**config.mk**
```make
export PLATFORM = sky130hd
export DESIGN_NAME = mem_refill_ctrl
export DESIGN_NICKNAME = d
export VERILOG_FILES = /design/src/rtl/mem_refill_ctrl_pkg.sv /design/src/rtl/mem_refill_ctrl_sat_counter16.sv /design/src/rtl/mem_refill_ctrl.sv
export SDC_FILE = /design/constraint.sdc
export NUM_CORES = 1
export LEC_CHECK = 0
export CAP_MARGIN = 40
export CORE_AREA = 2 2 216 218
export DETAILED_ROUTE_END_ITERATION = 8
export DIE_AREA = 0 0 218 220
export REMOVE_ABC_BUFFERS = 1
export SYNTH_ARGS = -nofsm -noshare
export SYNTH_HDL_FRONTEND = slang
export SYNTH_SLANG_ARGS = --single-unit
```
**constraint.sdc**
```tcl
create_clock -name clk -period 4.3 [get_ports clk]
set_input_delay 0.86 -clock clk [delete_from_list [all_inputs] [get_ports clk]]
set_output_delay 0.86 -clock clk [all_outputs]
set_load 0.005 [all_outputs]
```
**src/rtl/mem_refill_ctrl_pkg.sv**
```systemverilog
// Shared widths, state encodings and helpers for the miss refill controller.
package mem_refill_ctrl_pkg;

    localparam int unsigned BLOCK_W      = 128;
    localparam int unsigned BLOCK_ADDR_W = 10;
    localparam int unsigned STATE_W      = 3;

    localparam logic [STATE_W-1:0] MRC_IDLE = 3'd0;
    localparam logic [STATE_W-1:0] MRC_WB   = 3'd1;
    localparam logic [STATE_W-1:0] MRC_TURN = 3'd2;
    localparam logic [STATE_W-1:0] MRC_RD   = 3'd3;
    localparam logic [STATE_W-1:0] MRC_DONE = 3'd4;

    typedef logic [BLOCK_W-1:0] block_t;

    // Width needed to count up to the larger of the two phase lengths.
    function automatic int unsigned cnt_width(input int unsigned a, input int unsigned b);
        int unsigned m;
        m = (a > b) ? a : b;
        return (m < 1) ? 1 : $clog2(m + 1);
    endfunction

endpackage

```
**src/rtl/mem_refill_ctrl_sat_counter16.sv**
```systemverilog
// 16-bit event counter that sticks at all-ones; async active-low clear.
module sat_counter16 (
    input  logic        clk,
    input  logic        rst_n,
    input  logic        en,
    output logic [15:0] cnt
);

    always_ff @(posedge clk or negedge rst_n) begin
        if (!rst_n) begin
            cnt <= 16'd0;
        end else if (en && (cnt != 16'hFFFF)) begin
            cnt <= cnt + 16'd1;
        end
    end

endmodule

```
**src/rtl/mem_refill_ctrl.sv**
```systemverilog
// Cache miss engine: optional dirty write-back, then line read from block RAM.
// Optional statistics counters are built when REFILL_STATS_EN is defined.
module mem_refill_ctrl
    import mem_refill_ctrl_pkg::*;
#(
    parameter int unsigned ADDR_W = BLOCK_ADDR_W,
    parameter int unsigned WR_CYC = 2,
    parameter int unsigned RD_LAT = 2
) (
    input  logic              clk,
    input  logic              Rst_Low,
    input  logic              Miss_Req,
    input  logic [ADDR_W-1:0] Miss_Addr,
    input  logic              Dirty,
    input  logic [ADDR_W-1:0] Victim_Addr,
    input  block_t            Victim_Data,
    output logic              Miss_Ack,
    output block_t            Refill_Data,
    output logic              Busy,
    output logic              Mem_Req_Low,
    output logic [ADDR_W-1:0] Mem_Addr,
    output block_t            Mem_Din,
    output logic              Mem_Wr,
    input  block_t            Mem_Dout,
    input  logic              Mem_Rdy_Low
`ifdef REFILL_STATS_EN
    ,
    output logic [15:0]       Miss_Cnt,
    output logic [15:0]       Wb_Cnt
`endif
);

    localparam int unsigned CNT_W = cnt_width(WR_CYC, RD_LAT);

    logic [STATE_W-1:0] state_q, state_d;
    logic [CNT_W-1:0]   cnt_q, cnt_d;
    logic               guard_q, guard_d;
    logic [ADDR_W-1:0]  miss_addr_q, miss_addr_d;

    logic               req_low_d, wr_d, ack_d, busy_d;
    logic [ADDR_W-1:0]  addr_d;
    block_t             din_d, refill_d;

    // Next state and next registered outputs.
    always_comb begin
        state_d     = state_q;
        cnt_d       = cnt_q;
        guard_d     = guard_q;
        miss_addr_d = miss_addr_q;
        req_low_d   = Mem_Req_Low;
        wr_d        = Mem_Wr;
        addr_d      = Mem_Addr;
        din_d       = Mem_Din;
        refill_d    = Refill_Data;
        ack_d       = 1'b0;

        case (state_q)
            MRC_IDLE: begin
                // A request still high from the ack cycle must not be served twice.
                if (guard_q) begin
                    guard_d = 1'b0;
                end else if (Miss_Req) begin
                    miss_addr_d = Miss_Addr;
                    cnt_d       = '0;
                    req_low_d   = 1'b0;
                    if (Dirty) begin
                        state_d = MRC_WB;
                        wr_d    = 1'b1;
                        addr_d  = Victim_Addr;
                        din_d   = Victim_Data;
                    end else begin
                        state_d = MRC_RD;
                        wr_d    = 1'b0;
                        addr_d  = Miss_Addr;
                    end
                end
            end
            MRC_WB: begin
                if (!Mem_Rdy_Low) begin
                    if (cnt_q == CNT_W'(WR_CYC - 1)) begin
                        state_d   = MRC_TURN;
                        cnt_d     = '0;
                        req_low_d = 1'b1;
                        wr_d      = 1'b0;
                    end else begin
                        cnt_d = cnt_q + CNT_W'(1);
                    end
                end
            end
            MRC_TURN: begin
                state_d   = MRC_RD;
                cnt_d     = '0;
                req_low_d = 1'b0;
                wr_d      = 1'b0;
                addr_d    = miss_addr_q;
            end
            MRC_RD: begin
                if (!Mem_Rdy_Low) begin
                    if (cnt_q == CNT_W'(RD_LAT - 1)) begin
                        state_d   = MRC_DONE;
                        cnt_d     = '0;
                        refill_d  = Mem_Dout;
                        ack_d     = 1'b1;
                        req_low_d = 1'b1;
                    end else begin
                        cnt_d = cnt_q + CNT_W'(1);
                    end
                end
            end
            MRC_DONE: begin
                state_d = MRC_IDLE;
                cnt_d   = '0;
                guard_d = 1'b1;
            end
            default: begin
                state_d   = MRC_IDLE;
                cnt_d     = '0;
                req_low_d = 1'b1;
                wr_d      = 1'b0;
            end
        endcase

        busy_d = (state_d != MRC_IDLE);
    end

    always_ff @(posedge clk or negedge Rst_Low) begin
        if (!Rst_Low) begin
            state_q     <= MRC_IDLE;
            cnt_q       <= '0;
            guard_q     <= 1'b0;
            miss_addr_q <= '0;
            Mem_Req_Low <= 1'b1;
            Mem_Wr      <= 1'b0;
            Mem_Addr    <= '0;
            Mem_Din     <= '0;
            Refill_Data <= '0;
            Miss_Ack    <= 1'b0;
            Busy        <= 1'b0;
        end else begin
            state_q     <= state_d;
            cnt_q       <= cnt_d;
            guard_q     <= guard_d;
            miss_addr_q <= miss_addr_d;
            Mem_Req_Low <= req_low_d;
            Mem_Wr      <= wr_d;
            Mem_Addr    <= addr_d;
            Mem_Din     <= din_d;
            Refill_Data <= refill_d;
            Miss_Ack    <= ack_d;
            Busy        <= busy_d;
        end
    end

`ifdef REFILL_STATS_EN
    logic accept_c;
    logic wb_entry_c;

    assign accept_c   = (state_q == MRC_IDLE) && !guard_q && Miss_Req;
    assign wb_entry_c = accept_c && Dirty;

    sat_counter16 u_miss_cnt (
        .clk   (clk),
        .rst_n (Rst_Low),
        .en    (accept_c),
        .cnt   (Miss_Cnt)
    );

    sat_counter16 u_wb_cnt (
        .clk   (clk),
        .rst_n (Rst_Low),
        .en    (wb_entry_c),
        .cnt   (Wb_Cnt)
    );
`endif

endmodule
```
==> run summary, run 1 <==
status - finished clean
Pwr Density - 687.1 nW/um2
worst setup path endpoint - Refill_Data[78]
busiest grt layer - met2
MaxCap Viol Count - 0
Sw Ratio - 27.31%
Root Driver - clkbuf_16
number of nets in the layout - 1507
Max clock buf depth - 3
CP endpoint kind - flip-flop
synthesized flop and latch total - 286
crit start category - input port
first-pass GRT wire length - 49440 um
number of global-route vias before repair - 8205
crit path kind - input port to flip-flop
Die Wd - 218 um
Yosys cell types - 35
Mean Syn Cell Area - 16.69 um2
All-Layer GR Usage - 13.44%
post-layout minimum cycle time - 3.032 ns
reg-to-reg setup timing slack - 1.59 ns
Synth Instances - 661
total number of vias - 7615
number of DRC markers in iteration 0 - 298
Post-CTS Setup Inserts - 0
Crit Reg-Reg Startpoint - state_q[0]
fmax - 0.3298 GHz
xor/xnor share of the synthesized area - 0.07937%
GRT overflow - 0
Initial Utilization - 24.06%
share of layout cells above drive strength 1 - 20.55%
CP Cell Sequence - clkdlybuf4s50_1 -> and2b_1 -> nand4_4 -> buf_4 -> buf_4 -> mux2_2
RSZ-0062 raised after global routing - false
Slew headroom - 43.46%
DP Wirelength - 24840 um
Worst path slowest cell - buf_4
TritonCTS clock tree - done
Worst path max stage delay - 0.70 ns
H-tree depth - 2
FF-to-FF path depth - 5
Place WS - 0.7109 ns
Buffers on Ports - 550
Post-synth top flop - dfrtp_1
met2 Use GR - 23.92%
period utilization - 70.51%
worst-margin pin slew - 0.8481 ns
Synth warnings - 0
Critical path buffers and inverters - 3
Initial DRT Pass Iterations - 4
clock sinks - 286
Clk pin slew, worst setup/hold paths - 0.06 ns
antenna violations before repair - 1
sequential share of the synthesized area - 64.87%
largest net degree at the start of global routing - 104
Hold Crit Class - input port to async pin
Compound-Gate Fraction of Synth Area - 2.381%
Fin Hold WS - 0.4250 ns
Critical path origin - Mem_Rdy_Low
antenna viol nets, final - 0
logic gate share of total power - 39.6%
IO Pins - 551
final setup vio count - 0
DR DRC count - 0
Syn Std Cell Area - 11030 um2
Rows - 79
WL per Instance - 18.12 um
Final Total Pwr - 0.01254 W
gp weighted congestion - 0.7465
NetSw - 0.003425 W
Req. time, crit path - 4.70 ns
power share of the clock group - 22.5%
mux cell area share after synthesis - 28.54%
delay-heaviest family, CP - buffers and inverters
die area - 47960 um2
Slew Limit Fails - 0
synthesis-to-finish area growth - 65.44%
Synth Area in Adders - 0%
Final Hold Vio Count - 0
internal power - 0.009118 W
Critical Path Stages - 6
clock latency on the worst-skew pair - 0.52 ns
sequential share of power - 38.0%
Hold-fix buffers, CTS - 0
Post-Route WL - 33590 um
largest family of logic cells by synthesized area - multiplexers
LEAKAGE - 7.673 nW
core area - 45860 um2
Core Util, Final - 39.80%
routing usage on met1 - 15.25%
vias per inst - 4.107
GRT met3 Usage - 4.306%
simple-gate share of the synthesized area - 1.123%
final setup skew - 0.008157 ns
post-CTS sizing - 0
asr flop ratio synth - 100.0%
cts bufs inserted - 34
most used cell, CP - buf_4
CP arrival - 3.43 ns
VDD IR max - 0.4028 mV
crit-path max FO - 55
Final WS setup - 1.268 ns
EDFF count, synth - 0
RR Endpoint - Refill_Data[78]
Chip Height - 220 um
flip-flops by register name (all words and copies together), names as in the netlist:
register and cells:
Busy 1, Miss_Ack 1, Mem_Req_Low 1, Mem_Din 128, miss_addr_q 10, Refill_Data 128, Mem_Addr 10, guard_q 1
state_q 3, cnt_q 2, Mem_Wr 1
per-stage QoR:
step | TNS, ns | cells | cell area, um2
after floorplan | -343.43 | 625 | 10720
after global placement | 0 | 1797 | 17180
after detailed placement | 0 | 1797 | 17180
after CTS | 0 | 1853 | 18250
after global routing | 0 | 1854 | 18260
final | 0 | 1854 | 18260
worst register-to-register path: cells and delay by family (launching register included):
family | cells | cell delay, ns
flip-flops | 1 | 0.51
multiplexers | 1 | 0.46
AND/OR/NAND/NOR | 2 | 0.40
buffers and inverters | 2 | 1.23
metal layers:
layer	vias to the layer above	part of all wire (%)
met4	0	2.1
met2	242	53
met3	38	6.5
met5	-	0
li1	3493	-
met1	3842	38
logic make-up (layout without fill, tap and decap cells):
| family | Yosys count | in the layout |
|---|---|---|
| xor gates and xnor gates | 1 | 1 |
| buffers and inverters | 40 | 625 |
| and+or+nand+nor | 15 | 15 |
| other | 0 | 1 |
| muxes | 277 | 277 |
| DFF | 286 | 286 |
| AOI/OAI and AO/OA | 42 | 42 |
power by group through the flow:
stage / registers (W) / logic (W) / clock network [W]
floorplan: 0.00481 / 0.00165 / 0
global placement: 0.00475 / 0.00500 / 0
detailed placement: 0.00479 / 0.00505 / 0
CTS: 0.00477 / 0.00508 / 0.00293
global route: 0.00494 / 0.00532 / 0.00303
finish: 0.00476 / 0.00497 / 0.00282
cells in the final DEF, fill, tap and decap left out, types with 2 or more instances in the layout:
master / count
mux2_2: 179
clkbuf_1: 10
bufinv_16: 2
buf_12: 6
nor2_1: 2
clkinv_2: 2
or3b_2: 2
mux2_4: 8
buf_4: 9
nor2b_1: 2
clkbuf_8: 5
clkbuf_16: 35
a21oi_1: 13
inv_1: 4
o22ai_1: 20
dfrtp_1: 285
clkdlybuf4s50_1: 549
mux2_1: 90
cells in the mapped netlist (2+ instances only):
master    count  share of area (%)
inv_1         4               0.14
buf_2         7               0.32
dfrtp_1     285                 65
mux2_2      179                 18
or3b_2        2               0.16
clkbuf_1      2              0.068
nor2_1        2              0.068
o22ai_1      20                1.1
nor2b_1       2               0.11
buf_6        21                2.1
buf_1         2              0.068
mux2_4        8                1.1
mux2_1       90                9.2
a21oi_1      13               0.59
buf_4         4               0.27
layout make-up:
| cell class | instances | area [um2] |
|---|---|---|
| fill | 4365 | 27610 |
| tap | 607 | 759.5 |
| timing repair buffer | 565 | 5698 |
| sequential | 286 | 7158 |
| inverter | 4 | 15.01 |
| multi-input combinational | 335 | 3553 |
| clock inverter | 6 | 86.33 |
| antenna | 1 | 2.502 |
| clock buffer | 50 | 982.2 |
worst min path at each step:
stage,start,slack [ns],to
2_1_floorplan,cnt_q[0],0.46,cnt_q[0]
3_3_place_gp,Refill_Data[93],0.47,Refill_Data[93]
3_5_place_dp,Refill_Data[14],0.48,Refill_Data[14]
4_1_cts,Rst_Low,0.42,Refill_Data[101]
5_1_grt,Rst_Low,0.44,Refill_Data[102]
6_report,Rst_Low,0.42,Refill_Data[101]
Note: power is estimated with default switching activity, not from simulation.
==> run 2: changes to the inputs <==
CORE_AREA = 2 2 213 215   (was 2 2 216 218)
DIE_AREA = 0 0 215 217   (was 0 0 218 220)
clock period = 2.6 ns   (was 4.3 ns; I/O delays follow)
==> run 2 against run 1 <==
Global-route usage up 1.1 points; die area down 2.7%; non-clock buffer count up 16; register-to-register slack worse by 0.93 ns; final area up 0.67%; worst setup slack worse by 0.74 ns; sequential share of layout area down 0.26 points; critical endpoint is now Mem_Req_Low; largest cell class unchanged; largest power group unchanged.
==> run summary, run 2 (synthesis gave the netlist of run 1 again) <==
Rows - 78
Initial DRT Pass Iterations - 4
core area - 44700 um2
Post-Route WL - 34520 um
H-tree depth - 2
number of global-route vias before repair - 8599
crit-path max FO - 2
Worst path max stage delay - 0.53 ns
Place WS - 0.2536 ns
fmax - 0.4833 GHz
final setup skew - 0.009658 ns
number of DRC markers in iteration 0 - 270
Buffers on Ports - 550
Worst path slowest cell - dfstp_2
Initial Utilization - 24.69%
Fin Hold WS - 0.4881 ns
crit start category - flip-flop
Slew headroom - 58.70%
vias per inst - 4.187
synthesis-to-finish area growth - 66.55%
DR DRC count - 0
Hold-fix buffers, CTS - 1
RR Endpoint - Mem_Din[118]
Critical path buffers and inverters - 1
largest net degree at the start of global routing - 67
most frequent cells in the layout - clkdlybuf4s50_1, dfrtp_1, mux2_2, mux2_1, clkbuf_16
antenna viol nets, final - 0
Final WS setup - 0.5309 ns
Die Wd - 215 um
period utilization - 79.58%
power share of the clock group - 21.8%
FF-to-FF path depth - 5
IO Pins - 551
worst-margin pin slew - 0.6172 ns
Root Driver - clkbuf_16
Max clock buf depth - 3
Slew Limit Fails - 0
Pwr Density - 1131 nW/um2
internal power - 0.01503 W
commonest non-fill, non-tap cell in the layout - clkdlybuf4s50_1
DP Wirelength - 26450 um
VDD IR max - 0.6637 mV
Hold Crit Class - flip-flop to flip-flop
Crit Reg-Reg Startpoint - state_q[1]
Clk pin slew, worst setup/hold paths - 0.06 ns
post-layout minimum cycle time - 2.069 ns
sequential share of power - 38.1%
post-CTS sizing - 0
WL per Instance - 18.52 um
Hold Path End - Refill_Data[40]
min-delay src - Refill_Data[40]
Chip Height - 217 um
CP arrival - 1.55 ns
LEAKAGE - 7.752 nW
reg-to-reg setup timing slack - 0.66 ns
gp weighted congestion - 0.8263
first-pass GRT wire length - 52290 um
final setup vio count - 0
GRT overflow - 0
Final Total Pwr - 0.02078 W
antenna violations before repair - 2
Fin Setup TNS - 0 ns
total number of vias - 7804
RSZ-0062 raised after global routing - false
delay-heaviest family, CP - flip-flops
logic gate share of total power - 40.1%
MaxCap Viol Count - 0
NetSw - 0.005745 W
Final Non-Filler Cells - 1864
TritonCTS clock tree - done
crit path kind - flip-flop to primary output
CP endpoint kind - primary output
Sw Ratio - 27.65%
clock latency on the worst-skew pair - 0.52 ns
Post-CTS Setup Inserts - 0
Req. time, crit path - 2.08 ns
CP Cell Sequence - clkdlybuf4s50_1
cts bufs inserted - 34
largest registers - Mem_Din (128), Refill_Data (128)
clock sinks - 286
share of layout cells above drive strength 1 - 21.54%
die area - 46660 um2
placed insts - 1805
All-Layer GR Usage - 14.55%
Hold Path Depth - 1
Final Hold Vio Count - 0
status - finished clean
number of nets in the layout - 1523
[run 2: cell type report]
cell class,count,area (um2)
antenna,1,2.502
inverter,4,15.01
fill,4238,26320
clock buffer,49,968.4
multi-input combinational,335,3553
tap,600,750.7
clock inverter,8,71.32
timing repair buffer,581,5858
sequential,286,7158
[run 2: per-layer routing]
layer	GRT usage [%]	part of all wire [%]	vias up	wire [um]
met5	0	0.038	-	13
met4	6.184	3.3	2	1127
met3	4.668	7.4	62	2554
met2	25.34	51	277	17560
met1	16.44	38	3937	13270
li1	-	-	3526	-
[run 2: power by group through the flow]
stage                     sequential, W  combinational (W)  clock [W]
after detailed placement        0.00797            0.00845          0
after global routing            0.00820            0.00889    0.00489
final                           0.00792            0.00833    0.00452
after global placement          0.00790            0.00836          0
after floorplan                 0.00795            0.00272          0
after CTS                       0.00793            0.00850    0.00471
[run 2: how the worst max path moves through the flow]
stage,start,endpoint,slack [ns],cells after the start
final,Mem_Req_Low,Mem_Req_Low,0.53,1
after global routing,Mem_Req_Low,Mem_Req_Low,0.46,1
after CTS,Mem_Req_Low,Mem_Req_Low,0.47,1
after detailed placement,Mem_Rdy_Low,Refill_Data[63],0.25,6
after global placement,Miss_Req,Mem_Din[77],0.29,6
after floorplan,Miss_Req,Mem_Din[0],-3.62,3
[run 2: stage by stage]
stage | util (%) | area (um2)
6_report | 41.12 | 18380
5_1_grt | 41.12 | 18380
4_1_cts | 41.11 | 18380
3_5_place_dp | 38.76 | 17330
3_3_place_gp | 38.76 | 17330
2_1_floorplan | - | 10720
==> run 3: changes to the inputs <==
clock period = 1.75 ns   (was 2.6 ns; I/O delays follow)
==> run 3 against run 2 <==
Via count up 0.88%; critical path depth grew 2; core utilization rose by 0.27 points; die area unchanged; worst setup slack got worse by 0.48 ns; sequential share of layout area decreased by 0.25 points; hold slack got worse by 0.16 ns; final area grew 0.65%; routed wire length up 1.5%; clock power is 65% higher; flip-flop and latch count is the same; critical endpoint is now miss_addr_q[3].
==> run summary, run 3 (synthesis gave the netlist of run 1 again) <==
status - finished clean
Slew headroom - 70.01%
WL per Instance - 18.50 um
synthesis-to-finish area growth - 67.63%
wl on met1 - 13640 um
IO Pins - 551
CP Cell Sequence - or4b_4 -> nor2_8 -> mux2_2
commonest non-fill, non-tap cell in the layout - dfrtp_1
Hold Crit Class - input port to async pin
RSZ-0062 raised after global routing - false
worst setup path endpoint - miss_addr_q[3]
Critical Path Stages - 3
antenna viol nets, final - 0
largest net degree at the start of global routing - 55
Final Hold Vio Count - 0
Place WS - -0.3690 ns
placed insts - 1821
power share of the clock group - 25.1%
Final WS setup - 0.05199 ns
MaxCap Viol Count - 0
CP endpoint kind - flip-flop
number of nets in the layout - 1552
Worst path max stage delay - 0.60 ns
largest registers - Mem_Din (128), Refill_Data (128)
Slew Limit Fails - 0
Max clock buf depth - 3
total number of vias - 7873
Top Layer Used - met4
delay-heaviest family, CP - simple AND/OR/NAND/NOR gates
Post-Route WL - 35040 um
Final Non-Filler Cells - 1894
crit-path max FO - 10
number of global-route vias before repair - 8723
Pwr Density - 1608 nW/um2
Die Wd - 215 um
H-tree depth - 2
clock latency on the worst-skew pair - 0.53 ns
sequential share of power - 38.8%
die area - 46660 um2
logic gate share of total power - 36.1%
TritonCTS clock tree - done
clock sinks - 286
vias per inst - 4.157
LEAKAGE - 8.669 nW
most frequent cells in the layout - dfrtp_1, clkdlybuf4s50_1, dlygate4sd2_1, mux2_2, mux2_1
Req. time, crit path - 2.15 ns
All-Layer GR Usage - 14.77%
Critical path origin - state_q[2]
gp weighted congestion - 0.8119
Crit Reg-Reg Startpoint - state_q[2]
number of DRC markers in iteration 0 - 304
Clk pin slew, worst setup/hold paths - 0.06 ns
Initial DRT Pass Iterations - 4
Worst path slowest cell - or4b_4
crit start category - flip-flop
Buffers on Ports - 550
Placed Area - 17460 um2
crit path kind - flip-flop to flip-flop
fmax - 0.5889 GHz
period utilization - 97.03%
internal power - 0.02120 W
FF-to-FF path depth - 3
Initial Utilization - 24.69%
first-pass GRT wire length - 53190 um
routed wl met2 - 18170 um
reg-to-reg setup timing slack - 0.05 ns
final setup skew - 0.01701 ns
final setup vio count - 0
cts bufs inserted - 35
Root Driver - clkbuf_16
Critical path buffers and inverters - 0
RR Endpoint - miss_addr_q[3]
post-layout minimum cycle time - 1.698 ns
Rows - 78
Sw Ratio - 28.73%
share of layout cells above drive strength 1 - 23.90%
GRT overflow - 0
DR DRC count - 0
NetSw - 0.008547 W
antenna violations before repair - 1
met3 wire len - 2362 um
post-route cell area - 18500 um2
core area - 44700 um2
CP arrival - 2.10 ns
worst-margin pin slew - 0.4498 ns
Chip Height - 217 um
VDD IR max - 0.8805 mV
DP Wirelength - 26790 um
Core Util, Final - 41.38%
-- run 3: final cells by class --
cell class                 instances  area, um2
sequential                       286       7158
clock buffer                      47       1023
multi-input combinational        335       3558
antenna                            1      2.502
fill                            4355      26200
clock inverter                    12      162.7
inverter                           4      15.01
tap                              600      750.7
timing repair buffer             609       5826
-- run 3: metal layers --
| metal | global-route usage [%] | vias to the layer above |
|---|---|---|
| met5 | 0 | - |
| met4 | 5.034 | 0 |
| met3 | 4.556 | 51 |
| met2 | 26.19 | 260 |
| met1 | 16.90 | 3973 |
| li1 | - | 3589 |
-- run 3: worst min-delay path by stage --
stage	startpoint	endpoint	slack (ns)	cells after the start
6_report	Rst_Low	Refill_Data[52]	0.33	2
5_1_grt	Rst_Low	Refill_Data[97]	0.35	2
4_1_cts	Rst_Low	Refill_Data[97]	0.32	2
3_5_place_dp	Rst_Low	Refill_Data[97]	0.30	1
3_3_place_gp	Rst_Low	Refill_Data[97]	0.30	1
2_1_floorplan	Rst_Low	Busy	0.05	0
-- run 3: stage by stage --
stage | setup TNS [ns] | power (W) | hold WS, ns
floorplan | -888.24 | 0.01586 | 0.05441
detailed placement | -83.65 | 0.02457 | 0.3016
finish | 0 | 0.02975 | 0.3314
CTS | 0 | 0.03032 | 0.3164
global route | 0 | 0.03157 | 0.3458
global placement | -79.21 | 0.02430 | 0.3025
-- run 3: power groups by stage --
stage	combinational [W]	sequential, W	clock [W]
after CTS	0.0110	0.0116	0.00772
after detailed placement	0.0128	0.0118	0
after global routing	0.0116	0.0120	0.00800
after floorplan	0.00405	0.0118	0
after global placement	0.0126	0.0117	0
final	0.0107	0.0115	0.00747
-- run 3: repair_timing --
action | CTS | global route
hold buffers | 1 | 0
hold endpoints to repair | 31 | 0
setup endpoints to repair | 254 | 151
buffers inserted | 10 | 1
cloned | 0 | 1
pin swaps | 0 | 1
resized for setup | 253 | 19
